`config.mk`:
```
export PLATFORM = sky130hd
export DESIGN_NAME = pipe_shift_add_mul
export DESIGN_NICKNAME = d
export VERILOG_FILES = /design/src/rtl/mul_pkg.sv /design/src/rtl/mul_stage.sv /design/src/rtl/pipe_shift_add_mul.sv
export SDC_FILE = /design/constraint.sdc
export NUM_CORES = 1
export LEC_CHECK = 0
export ABC_AREA = 1
export ABC_CLOCK_PERIOD_IN_PS = 2850
export CELL_PAD_IN_SITES_DETAIL_PLACEMENT = 0
export CELL_PAD_IN_SITES_GLOBAL_PLACEMENT = 1
export CORE_MARGIN = 2
export CORE_UTILIZATION = 40
export CTS_CLUSTER_DIAMETER = 30
export DETAILED_ROUTE_END_ITERATION = 10
export PLACE_DENSITY_LB_ADDON = 0.1
export SYNTH_ARGS = -nofsm -noshare
export SYNTH_HDL_FRONTEND = slang
export SYNTH_SLANG_ARGS = --single-unit
```
`constraint.sdc`:
```
create_clock -name clk -period 2.85 [get_ports clk]
set_input_delay 0.7125 -clock clk [delete_from_list [all_inputs] [get_ports clk]]
set_output_delay 0.7125 -clock clk [all_outputs]
set_load 0.01 [all_outputs]
```
`src/rtl/mul_pkg.sv`:
```
// mul_pkg: shared constants and elaboration helpers for pipe_shift_add_mul.
//   DEF_*          default widths / bits-per-stage
//   ceil_div       integer ceiling division
//   calc_stages    number of pipeline stages for a coefficient width
//   calc_prod_w    full-precision product width
//   group_bits     coefficient bits handled by stage k (last group may be short)
package mul_pkg;

    localparam int DEF_DATA_W         = 8;
    localparam int DEF_COEF_W         = 8;
    localparam int DEF_BITS_PER_STAGE = 2;

    function automatic int ceil_div(input int num, input int den);
        return (num + den - 1) / den;
    endfunction

    function automatic int calc_stages(input int coef_w, input int bps);
        return ceil_div(coef_w, bps);
    endfunction

    function automatic int calc_prod_w(input int data_w, input int coef_w);
        return data_w + coef_w;
    endfunction

    function automatic int group_bits(input int coef_w, input int bps, input int k);
        return ((k + 1) * bps > coef_w) ? (coef_w - k * bps) : bps;
    endfunction

endpackage

```
`src/rtl/mul_stage.sv`:
```
// mul_stage: one registered stage of the shift-add multiplier.
// Adds the partial products for coefficient bits [LO_BIT, LO_BIT+N_BITS-1]
// to the incoming accumulator and registers {v, a, b, acc} when i_adv is high.
// Ports:
//   clk, rst_n        clock, synchronous active-low reset
//   i_adv             pipeline advance enable (hold when low)
//   i_v/i_a/i_b/i_acc  previous stage (or input) valid, operands, accumulator
//   o_v/o_a/o_b/o_acc  registered stage outputs
module mul_stage
    import mul_pkg::*;
#(
    parameter int DATA_W = DEF_DATA_W,
    parameter int COEF_W = DEF_COEF_W,
    parameter int PROD_W = DEF_DATA_W + DEF_COEF_W,
    parameter int LO_BIT = 0,
    parameter int N_BITS = DEF_BITS_PER_STAGE
) (
    input  logic              clk,
    input  logic              rst_n,
    input  logic              i_adv,
    input  logic              i_v,
    input  logic [DATA_W-1:0] i_a,
    input  logic [COEF_W-1:0] i_b,
    input  logic [PROD_W-1:0] i_acc,
    output logic              o_v,
    output logic [DATA_W-1:0] o_a,
    output logic [COEF_W-1:0] o_b,
    output logic [PROD_W-1:0] o_acc
);

    logic [PROD_W-1:0] w_a_ext;
    logic [PROD_W-1:0] w_part [0:N_BITS];

    logic              r_v;
    logic [DATA_W-1:0] r_a;
    logic [COEF_W-1:0] r_b;
    logic [PROD_W-1:0] r_acc;

    assign w_a_ext   = PROD_W'(i_a);
    assign w_part[0] = i_acc;

    // Adder chain over this stage's coefficient bits.
    for (genvar j = 0; j < N_BITS; j++) begin : g_pp
        assign w_part[j+1] = w_part[j] +
                             (i_b[LO_BIT + j] ? (w_a_ext << (LO_BIT + j)) : '0);
    end

    always_ff @(posedge clk) begin
        if (!rst_n) begin
            r_v   <= 1'b0;
            r_a   <= '0;
            r_b   <= '0;
            r_acc <= '0;
        end else if (i_adv) begin
            r_v   <= i_v;
            r_a   <= i_a;
            r_b   <= i_b;
            r_acc <= w_part[N_BITS];
        end
    end

    assign o_v   = r_v;
    assign o_a   = r_a;
    assign o_b   = r_b;
    assign o_acc = r_acc;

endmodule

```
`src/rtl/pipe_shift_add_mul.sv`:
```
// pipe_shift_add_mul: pipelined unsigned shift-add multiplier,
// out_data = in_a * in_b at full precision, valid/ready with global stall.
// Optional macro MUL_OUT_REG_EN adds a flop stage at the output (latency +1).
// Ports:
//   clk, rst_n            clock, synchronous active-low reset
//   in_valid/in_ready     input handshake (in_ready = advance, forced 1 in reset)
//   in_a [DATA_W]         multiplicand
//   in_b [COEF_W]         multiplier
//   out_valid/out_ready   output handshake
//   out_data [PROD_W]     product
module pipe_shift_add_mul
    import mul_pkg::*;
#(
    parameter int DATA_W         = DEF_DATA_W,
    parameter int COEF_W         = DEF_COEF_W,
    parameter int BITS_PER_STAGE = DEF_BITS_PER_STAGE
) (
    input  logic                     clk,
    input  logic                     rst_n,
    input  logic                     in_valid,
    output logic                     in_ready,
    input  logic [DATA_W-1:0]        in_a,
    input  logic [COEF_W-1:0]        in_b,
    output logic                     out_valid,
    input  logic                     out_ready,
    output logic [DATA_W+COEF_W-1:0] out_data
);

    localparam int STAGES = calc_stages(COEF_W, BITS_PER_STAGE);
    localparam int PROD_W = calc_prod_w(DATA_W, COEF_W);

    logic              w_adv;
    logic              w_v   [0:STAGES];
    logic [DATA_W-1:0] w_a   [0:STAGES];
    logic [COEF_W-1:0] w_b   [0:STAGES];
    logic [PROD_W-1:0] w_acc [0:STAGES];

    assign w_v[0]   = in_valid;
    assign w_a[0]   = in_a;
    assign w_b[0]   = in_b;
    assign w_acc[0] = '0;

    for (genvar k = 0; k < STAGES; k++) begin : g_stage
        mul_stage #(
            .DATA_W (DATA_W),
            .COEF_W (COEF_W),
            .PROD_W (PROD_W),
            .LO_BIT (k * BITS_PER_STAGE),
            .N_BITS (group_bits(COEF_W, BITS_PER_STAGE, k))
        ) u_stage (
            .clk   (clk),
            .rst_n (rst_n),
            .i_adv (w_adv),
            .i_v   (w_v[k]),
            .i_a   (w_a[k]),
            .i_b   (w_b[k]),
            .i_acc (w_acc[k]),
            .o_v   (w_v[k+1]),
            .o_a   (w_a[k+1]),
            .o_b   (w_b[k+1]),
            .o_acc (w_acc[k+1])
        );
    end

`ifdef MUL_OUT_REG_EN
    logic              r_out_v;
    logic [PROD_W-1:0] r_out_data;

    always_ff @(posedge clk) begin
        if (!rst_n) begin
            r_out_v    <= 1'b0;
            r_out_data <= '0;
        end else if (w_adv) begin
            r_out_v    <= w_v[STAGES];
            r_out_data <= w_acc[STAGES];
        end
    end

    assign out_valid = r_out_v;
    assign out_data  = r_out_data;
`else
    assign out_valid = w_v[STAGES];
    assign out_data  = w_acc[STAGES];
`endif

    // Only a valid, unaccepted output stalls; bubbles always advance.
    assign w_adv    = ~out_valid | out_ready;
    assign in_ready = w_adv | ~rst_n;

endmodule

```
==> flow_summary.ini, run 1 <==
[clock_tree]
path_clk_slew_ps = 70
clock_latency_ps = 360
numCtsBuffers = 9
cts_setup_buffers = 0
htreeDepth = 3
clockBufferDepth = 2
ctsHoldBuffers = 0
cts_resized = 0
cts_root_buf = clkbuf_16
clock_sinks = 92
cts_tree = built

[sta]
rsz0062_at_grt = no
whs_ps = 460.1
worst_slack_ps = 189.7
timing.fmax_ghz = 0.3759
final-hold-violation-count = 0
skew_ps = 9.875
setup_viol = 0
worst_slew_pin_slew_ps = 673.6
slew_violations = 0
setup_tns_ps = 0
period_share = 0.9334
max_slew_margin = 0.5510
period_needed_ps = 2660

[layout]
register_area_um2 = 1842
layout-area-overhead-vs-synth_pct = 15.14
fill_cells = 1384
finalNetCount = 842
multi_input_area_um2 = 2884
final_area_um2 = 6375
n_antenna_cell = 0
drive_above_1_share = 0.1016

[pwr]
comb_power_share = 0.130
power_density_nw_per_um2 = 482.8
p_int_mw = 2.226
netSwitchingFraction = 0.2767
p_switching_uw = 851.6
seqPwrFrac = 0.453
p_clk_frac = 0.417
leakage_nw = 3.279
peakVddDrop_uv = 358.4
total_power_mw = 3.078

[detailed_routing]
vias = 4418
via_per_inst = 4.680
drc = 0
first_pass_iters = 4
routedWlPerCell_um = 13.17
wl_um = 12430
ant_nets = 0
drtIter0Drc = 204

[global_routing]
grt_pass1_vias = 4382
grt.total_usage = 0.1842
grt_pass1_wl_um = 21200
overflow = 0
grt_max_degree = 41
antenna_found_initial = 0

[floorplan]
start_util = 0.4132
dieArea_um2 = 14800
core-area_um2 = 13400
io_pins = 38
die-height_um = 121.7
die_w_um = 121.7
rows = 42

[yosys]
synth_area_um2 = 5537
synth-seq-cells = 92
ys.warnings.count = 0
syn_inst = 728
seq_area_frac_synth = 0.3327
syn_nets = 807
avgSynthCellArea_um2 = 7.605
ys_types = 32

[placed_design]
dpl_cell_area_um2 = 6062
dp_hpwl_um = 9310
gp_congestion = 0.8356
io_buffer_count = 37
place_ws_ps = 179.3

[worst_setup_path]
crit_type = in -> out
cp_data_arrival_time_ps = 1950
reg2reg_setup_slack_ps = 330
crit_path_start_kind = input port
crit_path_end_kind = output pin
required_ps = 2140
path_max_fanout = 2

[run_status]
outcome = completed

[min_path]
hold_class = reg -> reg

[job]
timing.max_cap.violations = 0
placed cells by master, fill, tap and decap left out, types with 2 or more instances in the layout:
cell type / n
nor2_1: 12
inv_2: 3
buf_4: 13
nand3_1: 37
o21ai_2: 21
o22ai_2: 19
ha_1: 34
xnor2_1: 3
inv_1: 168
dfxtp_1: 92
a21oi_1: 21
inv_6: 3
a211oi_1: 2
or2_2: 2
clkbuf_16: 9
nand2_1: 199
inv_8: 2
clkdlybuf4s50_1: 37
a22o_1: 7
nand3b_1: 3
fa_1: 25
xor2_1: 4
o21ai_0: 41
synthesized netlist by cell type, drive strengths merged:
library cell / number / share of area
a211oi: 2 / 0.0027
a21oi: 21 / 0.019
a22o: 7 / 0.011
a32o: 1 / 0.0018
buf: 16 / 0.022
clkbuf: 10 / 0.0070
dfxtp: 92 / 0.33
fa: 25 / 0.090
ha: 34 / 0.077
inv: 172 / 0.12
nand2: 201 / 0.14
nand3: 37 / 0.033
nand3b: 3 / 0.0041
nand4: 1 / 0.0011
nor2: 13 / 0.012
nor3b: 1 / 0.0014
o211ai: 1 / 0.0014
o21a: 1 / 0.0014
o21ai: 62 / 0.070
o22ai: 19 / 0.043
or2: 2 / 0.0023
xnor2: 3 / 0.0047
xor2: 4 / 0.0063
state kept, by name, indices dropped and copies added (netlist names):
register,cells
g_stage.u_stage.o_a,24
g_stage.u_stage.o_acc,52
g_stage.u_stage.o_b,12
g_stage.u_stage.o_v,4
worst max-delay path, stage by stage:
cell             delay, ps
clkdlybuf4s50_1        460
inv_1                   60
nand2_4                100
nor2_8                  50
inv_4                   50
clkdlybuf4s50_1        520
area by class of cell:
| cell class | instances | area share |
|---|---|---|
| tap | 176 | 0.03454 |
| clock inverter | 7 | 0.01374 |
| timing repair buffer | 50 | 0.07341 |
| inverter | 172 | 0.1017 |
| sequential | 92 | 0.2889 |
| clock buffer | 9 | 0.03533 |
| multi-input combinational | 438 | 0.4524 |
cell families (layout without fill, tap and decap cells):
kind of cell             after synthesis  in the layout  synth area share
AND/OR/NAND/NOR                      258            258            0.1921
buffers and inverters                198            238            0.1464
AO/OA/AOI/OAI                        114            114            0.1505
flip-flops                            92             92            0.3327
adder cells (fa/ha/maj)               59             59            0.1672
XOR/XNOR                               7              7           0.01107
per-layer routing:
layer	vias up	share of wire	track usage
li1	2307	-	-
met2	55	0.45	0.2978
met3	15	0.031	0.02388
met1	2041	0.50	0.2499
met5	-	0	0
met4	0	0.019	0.07471
final timing paths:
| kind | start | to | depth (start not counted) |
|---|---|---|---|
| worst min register to register | g_stage[1].u_stage.o_acc[9] | g_stage[1].u_stage.o_acc[9] | 2 |
| worst max register to register | g_stage[1].u_stage.o_b[4] | g_stage[2].u_stage.o_acc[13] | 13 |
| worst min-delay path | g_stage[1].u_stage.o_acc[9] | g_stage[1].u_stage.o_acc[9] | 2 |
| worst max-delay path | out_ready | in_ready | 6 |
power by group through the flow:
stage | combinational, mW | clock, mW | sequential (mW)
after floorplan | 0.283 | 0 | 1.41
after global placement | 0.401 | 0 | 1.42
after detailed placement | 0.406 | 0 | 1.43
after CTS | 0.409 | 1.32 | 1.40
after global routing | 0.461 | 1.37 | 1.40
final | 0.400 | 1.28 | 1.40
stage by stage:
stage / std cells / util
global placement: 928 / 0.4524
finish: 944 / 0.4757
detailed placement: 928 / 0.4524
global route: 944 / 0.4757
CTS: 944 / 0.4757
floorplan: 728 / -
No activity file was read; power rests on OpenSTA's default activity.
==> run 2: changes to the inputs <==
--- a/config.mk
+++ b/config.mk
@@ -14,6 +14,7 @@
 export CTS_CLUSTER_DIAMETER = 30
 export DETAILED_ROUTE_END_ITERATION = 10
 export PLACE_DENSITY_LB_ADDON = 0.1
+export SLEW_MARGIN = 20
 export SYNTH_ARGS = -nofsm -noshare
 export SYNTH_HDL_FRONTEND = slang
 export SYNTH_SLANG_ARGS = --single-unit
==> results of run 2 <==
The final DEF is identical to that of run 1; final timing and power are the same.
==> run 3: changes to the inputs <==
--- a/config.mk
+++ b/config.mk
@@ -14,7 +14,8 @@
 export CTS_CLUSTER_DIAMETER = 30
 export DETAILED_ROUTE_END_ITERATION = 10
 export PLACE_DENSITY_LB_ADDON = 0.1
-export SLEW_MARGIN = 20
+export SKIP_CTS_REPAIR_TIMING = 1
 export SYNTH_ARGS = -nofsm -noshare
 export SYNTH_HDL_FRONTEND = slang
 export SYNTH_SLANG_ARGS = --single-unit
+export TNS_END_PERCENT = 30
==> results of run 3 <==
The final DEF is identical to that of run 1; final timing and power are the same.
